--- src/rtl/fp_minmax_tracker.sv ---
// Streaming max/min reduction over a frame of sign-magnitude floating-point samples.
// Reports first-occurrence indices, sample count, NaN and overflow flags per frame.
module fp_minmax_tracker #(
    parameter int DATA_WIDTH = 32,
    parameter int EXP_WIDTH  = 8,
    parameter int IDX_WIDTH  = 8
) (
    input  logic                  clk,
    input  logic                  rst,
    input  logic                  in_valid,
    output logic                  in_ready,
    input  logic [DATA_WIDTH-1:0] in_data,
    input  logic                  in_last,
    output logic                  out_valid,
    input  logic                  out_ready,
    output logic [DATA_WIDTH-1:0] out_max,
    output logic [DATA_WIDTH-1:0] out_min,
    output logic [IDX_WIDTH-1:0]  out_max_idx,
    output logic [IDX_WIDTH-1:0]  out_min_idx,
    output logic [IDX_WIDTH:0]    out_count,
    output logic                  out_nan,
    output logic                  out_ovf
);
    // Handshakes: a transfer happens on a rising edge where valid and ready are both high;
    // valid never waits on ready, and the producer holds data stable until the transfer.

    localparam int MAN_WIDTH = DATA_WIDTH - 1 - EXP_WIDTH;
    localparam logic [DATA_WIDTH-1:0] QNAN =
        {1'b0, {EXP_WIDTH{1'b1}}, 1'b1, {(MAN_WIDTH-1){1'b0}}};
    localparam logic [IDX_WIDTH:0] COUNT_FULL = {1'b1, {IDX_WIDTH{1'b0}}};

    typedef enum logic {ACCUM, HOLD} state_t;
    state_t state, state_next;

    logic [DATA_WIDTH-1:0] max_r, min_r;
    logic [IDX_WIDTH-1:0]  max_idx_r, min_idx_r;
    logic [IDX_WIDTH:0]    count_r;
    logic                  nan_r, ovf_r, seen_r;
    logic                  accept, sample_nan;
    logic [IDX_WIDTH-1:0]  sample_idx;

    function automatic logic is_nan(input logic [DATA_WIDTH-1:0] v);
        return (&v[DATA_WIDTH-2 -: EXP_WIDTH]) && (|v[MAN_WIDTH-1:0]);
    endfunction

    // True when a orders strictly above b; +0 and -0 are equal.
    function automatic logic greater(input logic [DATA_WIDTH-1:0] a,
                                     input logic [DATA_WIDTH-1:0] b);
        logic [DATA_WIDTH-2:0] ma, mb;
        ma = a[DATA_WIDTH-2:0];
        mb = b[DATA_WIDTH-2:0];
        if (ma == '0 && mb == '0) return 1'b0;
        if (a[DATA_WIDTH-1] != b[DATA_WIDTH-1]) return !a[DATA_WIDTH-1];
        if (!a[DATA_WIDTH-1]) return ma > mb;
        return ma < mb;
    endfunction

    always_comb begin
        state_next = state;
        in_ready   = 1'b0;
        out_valid  = 1'b0;
        case (state)
            ACCUM: begin
                in_ready = !rst;
                if (in_valid && !rst && in_last) state_next = HOLD;
            end
            HOLD: begin
                out_valid = 1'b1;
                if (out_ready) state_next = ACCUM;
            end
            default: state_next = ACCUM;
        endcase
    end

    always_ff @(posedge clk) begin
        if (rst) state <= ACCUM;
        else     state <= state_next;
    end

    assign accept     = in_valid && in_ready;
    assign sample_nan = is_nan(in_data);
    // Once the count passes the index range, every later sample reports the top index.
    assign sample_idx = count_r[IDX_WIDTH] ? {IDX_WIDTH{1'b1}} : count_r[IDX_WIDTH-1:0];

    always_ff @(posedge clk) begin
        if (rst || (out_valid && out_ready)) begin
            max_r     <= '0;
            min_r     <= '0;
            max_idx_r <= '0;
            min_idx_r <= '0;
            count_r   <= '0;
            nan_r     <= 1'b0;
            ovf_r     <= 1'b0;
            seen_r    <= 1'b0;
        end else if (accept) begin
            if (count_r == COUNT_FULL) ovf_r <= 1'b1;
            else                       count_r <= count_r + 1'b1;
            if (sample_nan) begin
                nan_r <= 1'b1;
            end else if (!seen_r) begin
                seen_r    <= 1'b1;
                max_r     <= in_data;
                min_r     <= in_data;
                max_idx_r <= sample_idx;
                min_idx_r <= sample_idx;
            end else begin
                if (greater(in_data, max_r)) begin
                    max_r     <= in_data;
                    max_idx_r <= sample_idx;
                end
                if (greater(min_r, in_data)) begin
                    min_r     <= in_data;
                    min_idx_r <= sample_idx;
                end
            end
        end
    end

    // A frame with no ordinary sample reports the canonical quiet NaN.
    assign out_max     = seen_r ? max_r : (nan_r ? QNAN : '0);
    assign out_min     = seen_r ? min_r : (nan_r ? QNAN : '0);
    assign out_max_idx = max_idx_r;
    assign out_min_idx = min_idx_r;
    assign out_count   = count_r;
    assign out_nan     = nan_r;
    assign out_ovf     = ovf_r;

endmodule

--- config.mk ---
export PLATFORM = sky130hd
export DESIGN_NAME = fp_minmax_tracker
export DESIGN_NICKNAME = d
export VERILOG_FILES = /design/src/rtl/fp_minmax_tracker.sv
export SDC_FILE = /design/constraint.sdc
export NUM_CORES = 1
export LEC_CHECK = 0
export CAP_MARGIN = 20
export CORE_MARGIN = 5
export CORE_UTILIZATION = 51
export CTS_CLUSTER_DIAMETER = 200
export CTS_CLUSTER_SIZE = 20
export DETAILED_ROUTE_END_ITERATION = 10
export GPL_TIMING_DRIVEN = 0
export PLACE_DENSITY_LB_ADDON = 0.2
export SLEW_MARGIN = 30
export SYNTH_ARGS = -nofsm -noshare
export SYNTH_HDL_FRONTEND = slang
export SYNTH_SLANG_ARGS = --single-unit
--- constraint.sdc ---
create_clock -name clk -period 4.2 [get_ports clk]
set_input_delay 0.84 -clock clk [delete_from_list [all_inputs] [get_ports clk]]
set_output_delay 0.84 -clock clk [all_outputs]
set_load 0.05 [all_outputs]
==> flow_metrics.py, run 1 <==
metrics = {
    "placed_design": {
        "port-buffer-count": 129,
        "place_hpwl_um": 13300,
        "place.gp.congestion": 0.932,
        "placed_area_um2": 7220,
    },
    "flow_run": {
        "drv_cap": 0,
    },
    "worst_setup_path": {
        "path_buf_inv": 3,
        "critPathMaxStageDelay_ns": 0.61,
        "r2r_slack_ns": 1.14,
        "cp_num_cells": 11,
        "worst_setup_path_start_kind": "primary input",
        "crit_family": "simple AND/OR/NAND/NOR gates",
        "critical_path.cell_chain": "clkdlybuf4s50_1 -> inv_1 -> ha_1 -> nand4_1 -> or4_1 -> or4b_1 -> nand3_1 -> nor2_1 -> nor3_4 -> buf_6 -> mux2i_1",
        "path_class": "primary input to register",
        "critPathArrivalTime_ns": 4.12,
        "r2r_cells": 9,
        "cp-end-kind": "register",
        "rr_startpoint": "min_r[18]$_SDFFE_PP0P_",
        "regToRegEndpoint": "max_r[29]$_SDFFE_PP0P_",
        "crit_fanout": 10,
        "crit_slowest_cell": "or4_1",
        "critPathRequiredTime_ns": 4.47,
    },
    "power": {
        "swShare": 0.352,
        "ir_drop_uv": 218,
        "power_frac_comb": 0.273,
        "power_frac_clock": 0.320,
        "p_int_w": 0.00169,
        "p_leak_nw": 3.50,
        "seqPwrFrac": 0.407,
        "powerDensity_nw_per_um2": 347,
        "switching_power_w": 0.000919,
    },
    "layout": {
        "n_antenna_cell": 0,
        "layout.nets": 928,
        "final_cell_area_um2": 7520,
        "most-common-layout-cells": "nand2_1 (134), clkdlybuf4s50_1 (129), dfxtp_1 (93), mux2i_1 (81), inv_1 (65)",
        "layout_commonest_cell": "nand2_1",
        "syn2layout_area_growth_pct": 30.7,
        "drive_above_1_share": 0.0349,
    },
    "clocking": {
        "clock_latency_ns": 0.35,
        "cts.sinks": 93,
        "clk_pin_slew_ns": 0.08,
        "root_buffer": "clkbuf_16",
        "htreeDepth": 3,
        "cts_tree": "built",
        "numCtsBuffers": 9,
        "postCtsHoldBufs": 0,
        "post_cts_buffers": 0,
        "ctsResizeCount": 0,
        "clockBufferDepth": 2,
    },
    "worst_hold_path": {
        "worstHoldPathType": "register to register",
        "min_to": "out_max_idx[2]$_SDFFE_PP0P_",
        "whs_path_depth": 2,
        "hp-start": "out_max_idx[2]$_SDFFE_PP0P_",
    },
    "detailed_routing": {
        "vias": 5396,
        "ant_nets": 0,
        "post-route-drc-count": 0,
        "wirelength_um": 17000,
        "firstDrtPassIters": 5,
        "via_per_inst": 5.55,
        "wl_per_cell_um": 17.4,
        "drtIter0Drc": 309,
    },
    "global_routing": {
        "overflow": 0,
        "grt_pass1_wl_um": 27200,
        "antenna_found_initial": 0,
        "grt_pass1_vias": 5497,
        "grt_use_total": 0.254,
        "grt_max_degree": 20,
    },
    "synthesis": {
        "syn_inst": 687,
        "avgSynthCellArea_um2": 8.38,
        "ys_ff_latch": 93,
        "netlist_area_um2": 5750,
        "synthDistinctLibCells": 36,
        "ys_seq_area_frac": 0.324,
        "synth_nets": 788,
        "ys_warn_count": 0,
    },
    "sta": {
        "setup_tns_ns": 0,
        "period_minus_slack_ns": 3.85,
        "finalClockSkew_ns": 0.00713,
        "slew_headroom": 0.456,
        "tightest_slew_ns": 0.816,
        "hold_viol": 0,
        "fmax_mhz": 260,
        "fin_crit_sh": 0.916,
        "report.final.slew_viol_count": 0,
        "setup_viol": 0,
        "rsz0062_at_grt": "no",
    },
    "floorplanning": {
        "start_util": 0.526,
        "core.rowCount": 38,
        "dieArea_um2": 13500,
        "dieHeight_um": 116,
        "die_w_um": 116,
        "ios": 130,
        "coreArea_um2": 10900,
    },
    "outcome": {
        "status": "complete, no violations",
    },
}
==> power by group through the flow <==
stage	combinational [W]	clock (W)	sequential (W)
floorplan	0.000476	0	0.00106
global placement	0.000674	0	0.00108
detailed placement	0.000699	0	0.00108
CTS	0.000708	0.000836	0.00106
global route	0.000778	0.000876	0.00107
finish	0.000710	0.000835	0.00106
==> per-stage QoR <==
stage	hold slack [ns]	total power (W)	worst slack (ns)	util	instances
finish	0.463	0.00261	0.354	0.688	972
global route	0.493	0.00273	0.200	0.688	972
CTS	0.463	0.00260	0.374	0.688	972
detailed placement	0.452	0.00178	0.0455	0.660	956
global placement	0.446	0.00175	0.0695	0.660	956
floorplan	0.447	0.00153	0.942	-	687
==> final cells by class <==
type                            count  area, um2
Buffer                             27        161
Timing Repair Buffer              129       1290
Inverter                           65        244
Tap cell                          140        175
Clock buffer                        9        225
Fill cell                         926       3410
Clock inverter                      7       76.3
Sequential cell                    93       1860
Multi-Input combinational cell    502       3490
==> cell usage after synthesis <==
cell,n,area share
nand2_1,134,0.087
dfxtp_1,93,0.32
mux2i_1,81,0.14
inv_1,65,0.042
ha_1,64,0.14
and2_1,47,0.051
nor2_1,32,0.021
a21oi_1,29,0.025
nand4_1,22,0.024
nor4_1,22,0.024
clkbuf_1,18,0.012
buf_6,8,0.016
o21ai_0,8,0.0070
o21a_1,6,0.0078
or4_1,6,0.0078
xor2_1,6,0.0091
a21o_1,5,0.0065
nand3_1,5,0.0043
and4_1,4,0.0061
a211oi_1,3,0.0039
nand2b_1,3,0.0033
nand3b_1,3,0.0039
nor3_1,3,0.0026
a221oi_1,2,0.0030
a31o_2,2,0.0030
nor3_4,2,0.0057
nor4bb_1,2,0.0035
o211ai_1,2,0.0026
o31ai_1,2,0.0026
xnor2_1,2,0.0030
a2111oi_1,1,0.0017
and3_1,1,0.0011
buf_1,1,0.00065
mux2_2,1,0.0020
or3_1,1,0.0011
or4b_1,1,0.0017
==> how the worst max path moves through the flow <==
stage / start / to / slack, ns
finish: in_data[22] / max_r[29]$_SDFFE_PP0P_ / 0.35
global route: in_data[22] / out_max_idx[5]$_SDFFE_PP0P_ / 0.20
CTS: in_data[22] / max_r[13]$_SDFFE_PP0P_ / 0.37
detailed placement: in_data[22] / max_r[13]$_SDFFE_PP0P_ / 0.05
global placement: in_data[18] / max_r[10]$_SDFFE_PP0P_ / 0.07
floorplan: in_data[22] / out_max_idx[0]$_SDFFE_PP0P_ / 0.94
==> flip-flops by register name, summed over array words and instances, names as in the netlist <==
name / flops
max_r: 32
state: 1
out_min_idx: 8
seen_r: 1
out_nan: 1
out_count: 9
out_ovf: 1
out_max_idx: 8
min_r: 32
==> routing by layer <==
layer  global-route usage  share of wire  up-vias
met3               0.0373          0.056       31
met2                0.434           0.49      179
met5                    0              0        -
met4               0.0959          0.024        0
li1                     -              -     2638
met1                0.325           0.43     2548
==> cell families (layout without fill, tap and decap cells) <==
group	after synthesis	in the layout	share of synthesized area
multiplexers	82	82	0.143
flip-flops	93	93	0.324
AND/OR/NAND/NOR	288	288	0.248
adder cells (fa/ha/maj)	64	64	0.139
AO/OA/AOI/OAI	60	60	0.0635
buffers and inverters	92	237	0.0704
XOR/XNOR	8	8	0.0122
==> tightest hold or removal path, stage by stage (launching register included) <==
cell     delay (ns)
dfxtp_1        0.31
nand2_1        0.05
mux2i_1        0.06
(Power assumes the default switching activity.)
==> inputs of run 2 (changes only) <==
Settings changed: CTS_CLUSTER_DIAMETER 200 to default, RECOVER_POWER from default to 25.
==> run 2 against run 1 <==
Power fell by 0.28%. Global-route usage did not move. Worst setup slack barely moved. Clock-buffer cell count did not move. Flip-flop and latch count did not move. Non-clock buffer count did not move. Maximum frequency barely moved. Worst hold slack got worse by 0.0029 ns. Clock skew barely moved.
==> flow_metrics.py, run 2 (synthesis gave the netlist of run 1 again) <==
metrics = {
    "worst_hold_path": {
        "worstHoldPathType": "register to register",
    },
    "placed_design": {
        "place_hpwl_um": 13300,
        "placed_area_um2": 7220,
        "port-buffer-count": 129,
        "place.gp.congestion": 0.932,
    },
    "global_routing": {
        "overflow": 0,
        "grt_pass1_vias": 5497,
        "antenna_found_initial": 0,
        "grt_use_total": 0.254,
        "grt_max_degree": 20,
        "grt_pass1_wl_um": 27200,
    },
    "clocking": {
        "root_buffer": "clkbuf_16",
        "cts_tree": "built",
        "numCtsBuffers": 9,
        "cts.sinks": 93,
        "clock_latency_ns": 0.35,
        "htreeDepth": 3,
        "ctsResizeCount": 0,
        "clockBufferDepth": 2,
        "postCtsHoldBufs": 0,
        "clk_pin_slew_ns": 0.08,
        "post_cts_buffers": 0,
    },
    "layout": {
        "final_util": 0.688,
        "layout.nets": 928,
        "multi_input_comb_area_um2": 3490,
        "final_cell_area_um2": 7520,
        "most-common-layout-cells": "nand2_1 (134), dfxtp_1 (93), clkdlybuf4s50_1 (92), mux2i_1 (81), inv_1 (65)",
        "drive_above_1_share": 0.0349,
        "fillers": 926,
        "n_antenna_cell": 0,
        "regArea_um2": 1860,
        "layout_commonest_cell": "nand2_1",
        "syn2layout_area_growth_pct": 30.7,
    },
    "detailed_routing": {
        "drtIter0Drc": 310,
        "firstDrtPassIters": 5,
        "post-route-drc-count": 0,
        "wirelength_um": 16900,
        "via_per_inst": 5.54,
        "ant_nets": 0,
        "wl_per_cell_um": 17.4,
        "vias": 5384,
    },
    "worst_setup_path": {
        "path_class": "primary input to register",
        "critPathRequiredTime_ns": 4.47,
        "critical_path.cell_chain": "clkdlybuf4s50_1 -> inv_1 -> ha_1 -> nand4_1 -> or4_1 -> or4b_1 -> nand3_1 -> nor2_1 -> nor3_4 -> buf_6 -> mux2i_1",
        "critPathMaxStageDelay_ns": 0.61,
        "crit_slowest_cell": "or4_1",
        "worst_setup_path_start_kind": "primary input",
        "crit_fanout": 10,
        "cp-end-kind": "register",
        "critPathArrivalTime_ns": 4.12,
    },
    "sta": {
        "fin_crit_sh": 0.916,
        "tightest_slew_ns": 0.808,
        "period_minus_slack_ns": 3.85,
        "setup_tns_ns": 0,
        "finalClockSkew_ns": 0.00714,
        "report.final.slew_viol_count": 0,
        "fmax_mhz": 260,
        "hold_viol": 0,
        "slew_headroom": 0.462,
        "rsz0062_at_grt": "no",
        "setup_viol": 0,
    },
    "power": {
        "power_frac_clock": 0.320,
        "switching_power_w": 0.000914,
        "p_int_w": 0.00169,
        "p_leak_nw": 3.62,
        "powerDensity_nw_per_um2": 346,
        "ir_drop_uv": 217,
        "power_frac_comb": 0.272,
        "seqPwrFrac": 0.408,
        "swShare": 0.352,
    },
    "outcome": {
        "status": "complete, no violations",
    },
    "floorplanning": {
        "core.rowCount": 38,
        "start_util": 0.526,
        "ios": 130,
        "dieArea_um2": 13500,
        "coreArea_um2": 10900,
        "dieHeight_um": 116,
        "die_w_um": 116,
    },
    "flow_run": {
        "drv_cap": 0,
    },
}
==> run 2: cell count changes in the layout (fill, tap and decap cells not counted) <==
cell	delta
dlygate4sd3_1	+37
and2_1	-1
clkdlybuf4s50_1	-37
and2_0	+1
==> run 2: layout make-up <==
type | instances | area share
multi-input combinational | 502 | 0.464
sequential | 93 | 0.248
timing repair buffer | 129 | 0.172
inverter | 65 | 0.0324
clock buffer | 9 | 0.0299
tap | 140 | 0.0233
buffer | 27 | 0.0215
clock inverter | 7 | 0.0101
==> run 2: path summary, 6_finish.rpt <==
path | startpoint | end | slack (ns) | depth (start not counted)
max | in_data[22] | max_r[29]$_SDFFE_PP0P_ | 0.35 | 11
min | out_max_idx[2]$_SDFFE_PP0P_ | out_max_idx[2]$_SDFFE_PP0P_ | 0.46 | 2
max reg2reg | min_r[18]$_SDFFE_PP0P_ | max_r[29]$_SDFFE_PP0P_ | 1.13 | 9
min reg2reg | out_max_idx[2]$_SDFFE_PP0P_ | out_max_idx[2]$_SDFFE_PP0P_ | 0.46 | 2
==> run 2: power by group through the flow <==
stage	clock, W	sequential, W	combinational [W]
2_1_floorplan	0	0.00106	0.000476
3_3_place_gp	0	0.00108	0.000674
3_5_place_dp	0	0.00108	0.000699
4_1_cts	0.000836	0.00106	0.000708
5_1_grt	0.000876	0.00107	0.000775
6_report	0.000831	0.00106	0.000707
==> run 2: per-layer routing <==
layer  GRT usage  share of wire  wire length, um
met4      0.0959          0.023              382
met3      0.0373          0.054              913
met2       0.434           0.49             8290
met1       0.325           0.43             7330
met5           0              0                0
==> run 2: worst max-delay path: cells and delay by family <==
family | cells | cell delay, ns
and+or+nand+nor | 6 | 1.85
buffers and inverters | 3 | 0.88
adders and majority gates | 1 | 0.33
muxes | 1 | 0.21
==> run 2: per-stage QoR <==
stage	total power (W)	hold WS, ns	cells	setup WS, ns
2_1_floorplan	0.00153	0.447	687	0.942
3_3_place_gp	0.00175	0.446	956	0.0695
3_5_place_dp	0.00178	0.452	956	0.0455
4_1_cts	0.00260	0.463	972	0.374
5_1_grt	0.00273	0.490	972	0.200
6_report	0.00260	0.461	972	0.354
==> inputs of run 3 (changes only) <==
Settings changed: CORE_UTILIZATION 51 to 35.
==> run 3 against run 2 <==
Utilization fell by 21 points. Worst setup slack got worse by 0.039 ns. Sequential share of layout area decreased by 0.20 points. Largest power group unchanged. Maximum frequency decreased by 1.0%. Clock power decreased by 6.9%. Highest routed layer unchanged. Register-to-register slack about the same. Sequential power about the same. First-iteration DRC count down 14%. Via count decreased by 3.4%. Clock skew rose by 0.0012 ns.
==> flow_metrics.py, run 3 (synthesis gave the netlist of run 1 again) <==
metrics = {
    "sta": {
        "period_minus_slack_ns": 3.89,
        "fin_crit_sh": 0.925,
        "hold_ws_ns": 0.461,
        "fmax_mhz": 257,
        "slew_headroom": 0.451,
        "setup_viol": 0,
        "setup_tns_ns": 0,
        "hold_viol": 0,
        "report.final.slew_viol_count": 0,
        "finalClockSkew_ns": 0.00834,
        "rsz0062_at_grt": "no",
        "tightest_slew_ns": 0.823,
    },
    "global_routing": {
        "antenna_found_initial": 0,
        "grt_pass1_wl_um": 28200,
        "grt_use_total": 0.181,
        "grt_max_degree": 16,
        "overflow": 0,
        "grt_pass1_vias": 5231,
    },
    "layout": {
        "final_util": 0.474,
        "stdcell_count": 1048,
        "layout.nets": 928,
        "final_cell_area_um2": 7580,
        "n_antenna_cell": 0,
        "fillers": 1659,
        "syn2layout_area_growth_pct": 31.8,
        "layout_commonest_cell": "nand2_1",
        "most-common-layout-cells": "nand2_1 (134), clkdlybuf4s50_1 (93), dfxtp_1 (93), mux2i_1 (81), inv_1 (65)",
        "drive_above_1_share": 0.0337,
    },
    "power": {
        "powerDensity_nw_per_um2": 333,
        "ir_drop_uv": 200,
        "p_leak_nw": 3.60,
    },
    "worst_setup_path": {
        "worst_setup_path_start_kind": "primary input",
        "crit_fanout": 10,
        "critPathArrivalTime_ns": 4.12,
        "cp-end-kind": "register",
        "path_class": "primary input to register",
        "critPathRequiredTime_ns": 4.44,
    },
    "placed_design": {
        "place_hpwl_um": 13800,
        "place_inst": 1032,
        "placed_area_um2": 7320,
        "port-buffer-count": 129,
        "place.gp.congestion": 0.860,
    },
    "floorplanning": {
        "dieArea_um2": 19100,
        "dieHeight_um": 138,
        "coreArea_um2": 16000,
        "die_w_um": 138,
        "ios": 130,
        "start_util": 0.360,
        "core.rowCount": 46,
    },
    "outcome": {
        "status": "complete, no violations",
    },
    "clocking": {
        "root_buffer": "clkbuf_16",
        "cts_tree": "built",
        "post_cts_buffers": 0,
        "htreeDepth": 3,
        "clock_latency_ns": 0.35,
        "clockBufferDepth": 2,
        "clk_pin_slew_ns": 0.06,
        "ctsResizeCount": 0,
        "numCtsBuffers": 9,
        "cts.sinks": 93,
        "postCtsHoldBufs": 0,
    },
    "flow_run": {
        "drv_cap": 0,
    },
    "detailed_routing": {
        "wirelength_um": 17400,
        "ant_nets": 0,
        "post-route-drc-count": 0,
        "firstDrtPassIters": 5,
        "drtIter0Drc": 266,
        "wl_per_cell_um": 16.6,
        "via_per_inst": 4.96,
        "vias": 5203,
    },
    "worst_hold_path": {
        "worstHoldPathType": "register to register",
    },
}
-- run 3: routing by layer --
layer | track usage | wire length, um | vias up
met4 | 0.0302 | 179 | 0
met1 | 0.237 | 8130 | 2432
met2 | 0.292 | 7900 | 123
met3 | 0.0634 | 1190 | 10
li1 | - | - | 2638
met5 | 0 | 0 | -
-- run 3: critical path: stages --
cell and delay, ns:
dlygate4sd3_1 0.58, nor4_1 0.49, nand4_1 0.25, o21ai_0 0.62
nand3_1 0.25, a2111oi_1 0.60, nor3_4 0.15, buf_6 0.21
mux2i_1 0.13
-- run 3: power by group --
group	switching, W	total [W]	internal [W]
combinational	0.000399	0.000692	0.000293
sequential	0.0000967	0.00106	0.000967
clock	0.000373	0.000774	0.000401
-- run 3: area by class of cell --
| type | count | area [um2] | share of cell area |
|---|---|---|---|
| Sequential cell | 93 | 1860 | 0.245 |
| Tap cell | 216 | 270 | 0.0356 |
| Multi-Input combinational cell | 502 | 3490 | 0.460 |
| Timing Repair Buffer | 129 | 1290 | 0.170 |
| Clock inverter | 6 | 40.0 | 0.00528 |
| Buffer | 27 | 161 | 0.0213 |
| Inverter | 65 | 244 | 0.0322 |
| Clock buffer | 10 | 229 | 0.0302 |
-- run 3: worst paths after layout --
path                                     from                     endpoint  slack [ns]  cells after the start
hold reg to reg   out_max_idx[4]$_SDFFE_PP0P_  out_max_idx[4]$_SDFFE_PP0P_        0.46                      2
hold / removal    out_max_idx[4]$_SDFFE_PP0P_  out_max_idx[4]$_SDFFE_PP0P_        0.46                      2
setup / recovery                  in_data[12]  out_min_idx[4]$_SDFFE_PP0P_        0.31                      9
setup reg to reg       min_r[22]$_SDFFE_PP0P_  out_max_idx[1]$_SDFFE_PP0P_        1.12                      9
-- run 3: per-stage QoR --
step	total power, W	setup slack, ns
after floorplan	0.00153	0.942
after global placement	0.00177	-0.00824
after detailed placement	0.00178	-0.0382
after CTS	0.00256	0.331
after global routing	0.00267	0.153
final	0.00253	0.315
==> RTL edit: new RTL, flow settings as in run 3 <==
Register the output `out_count` once more, cleared by the reset; this adds one clock of latency there. The other outputs are not delayed to match.
--- a/src/rtl/fp_minmax_tracker.sv
+++ b/src/rtl/fp_minmax_tracker.sv
@@ -123,3 +123,9 @@
     assign out_min_idx = min_idx_r;
-    assign out_count   = count_r;
+    always_ff @(posedge clk) begin
+        if (rst) begin
+            out_count <= '0;
+        end else begin
+            out_count <= count_r;
+        end
+    end
     assign out_nan     = nan_r;
Check against the original RTL: not equivalent (a bounded check fails within 4 cycles, from zero or initial values and one cycle with rst high).
==> RTL edit against run 3 <==
Die area is 4.4% higher; total power grew 8.9%; worst setup slack better by 0.11 ns; sequential cell count grew 9; wire length grew 2.1%; critical path type unchanged; hold slack got worse by 0.0013 ns; register-to-register slack improved by 0.12 ns; cell count grew 2.9%; area after synthesis up 4.7%; maximum frequency up 2.9%; final area grew 4.5%; clock power rose by 17%; global-route usage is 0.13 points lower.
==> RTL edit: results (changes against run 3) <==
* Status: completed
* Clock network power at 907 uW (+17%)
* Main flop type after synthesis: dfxtp_1
* Metal3 WL at 1.11 mm (-6.4%)
* Vias/cell at 4.87 (-2.0%)
* Final HPWL DP at 14.2 mm (+3.3%)
* Switching Fraction at 31.5% (-2.9 points)
* M2 GR Usage at 30.0% (+0.73 points)
* Ranking of synthesized cells by area: dfxtp_1 34%, mux2i_1 13%, ha_1 13%
* R2R Setup Slk at 1.24 ns (+0.12 ns)
* Share of layout cells above drive strength 1 at 3.40% (+0.034 points)
* WHS at 0.460 ns (-0.00132 ns)
* Int Pwr at 1890 uW (+14%)
* Hold path start: out_min_idx[4]
* CP max-delay cell: clkdlybuf4s50_1
* WL met2 at 8.38 mm (+6.0%)
* Post-synthesis compound-gate area fraction at 6.14% (-0.20 points)
* Routed length per instance at 16.5 um (-0.72%)
* Register area share after synthesis at 33.9% (+1.5 points)
* Metal1 wirelength at 8.04 mm (-1.1%)
* Post-synthesis adder-cell area fraction at 13.3% (-0.63 points)
* Pre-CTS setup slack at 0.0794 ns (+0.118 ns)
* Post-synthesis cell type count at 45 (+25%)
* F_max at 265 MHz (+2.9%)
* Initial antenna violation count at 0 (unchanged)
* Reg power frac at 41.9% (-0.2 points)
* Post-Synth XOR/XNOR Area at 0.872% (-0.35 points)
* GRT met3 Usage at 4.58% (-1.8 points)
* M1 GR Usage at 23.2% (-0.50 points)
* Syn Nets at 810 (+2.8%)
* RR Startpoint: min_r[18]
* First-pass GRT wire length at 28.3 mm (+0.19%)
* Starting DRC count in detailed routing at 256 (-3.8%)
* Clock skew at 0.00710 ns (-0.00124 ns)
* Global-route usage over all layers at 17.9% (-0.13 points)
* Placed Area at 7600 um2 (+3.9%)
* Vias in the first global route at 5284 (+1.0%)
* Delay of the slowest critical-path stage at 0.56 ns (-0.06 ns)
* WHS Endpoint: out_min_idx[4]
* Leakage power at 0.00371 uW (+3.0%)
* Slew @ Worst Pin at 0.941 ns (+0.118 ns)
* CP Launch Point: in_data[16]
* First-pass DRT Iterations at 4 (-1)
* Placer Congestion at 0.850 (-1.2%)
* Synth cell count leaders: 132 x nand2_1, 102 x dfxtp_1, 81 x mux2i_1, 66 x inv_1, 64 x ha_1
* Nets at 950 (+2.4%)
* Largest net degree at the start of global routing at 17 (+1)
* Worst VDD drop at 0.247 mV (+24%)
-- RTL edit: cell count changes after synthesis, sizes merged, moves of 3 or more --
cell | before | now
nand4 | 22 | 19
clkbuf | 18 | 21
nor2b | 0 | 9
nor2 | 32 | 37
nand3 | 5 | 10
or4 | 6 | 2
dfxtp | 93 | 102
o21a | 6 | 2
-- RTL edit: final cells by class --
class,instances,area [um2],share of cell area [%]
clock inverter,5,83.8,1.06
buffer,29,184,2.32
tap,225,282,3.55
inverter,66,248,3.13
multi-input combinational,512,3550,44.9
clock buffer,10,239,3.02
sequential,102,2040,25.8
timing repair buffer,129,1290,16.3
-- RTL edit: kinds of logic after synthesis --
logic type / Yosys count
buffers and inverters: 95
XOR/XNOR: 6
AND/OR/NAND/NOR: 302
multiplexers: 82
AO/OA/AOI/OAI: 58
flip-flops: 102
adder cells (fa/ha/maj): 64
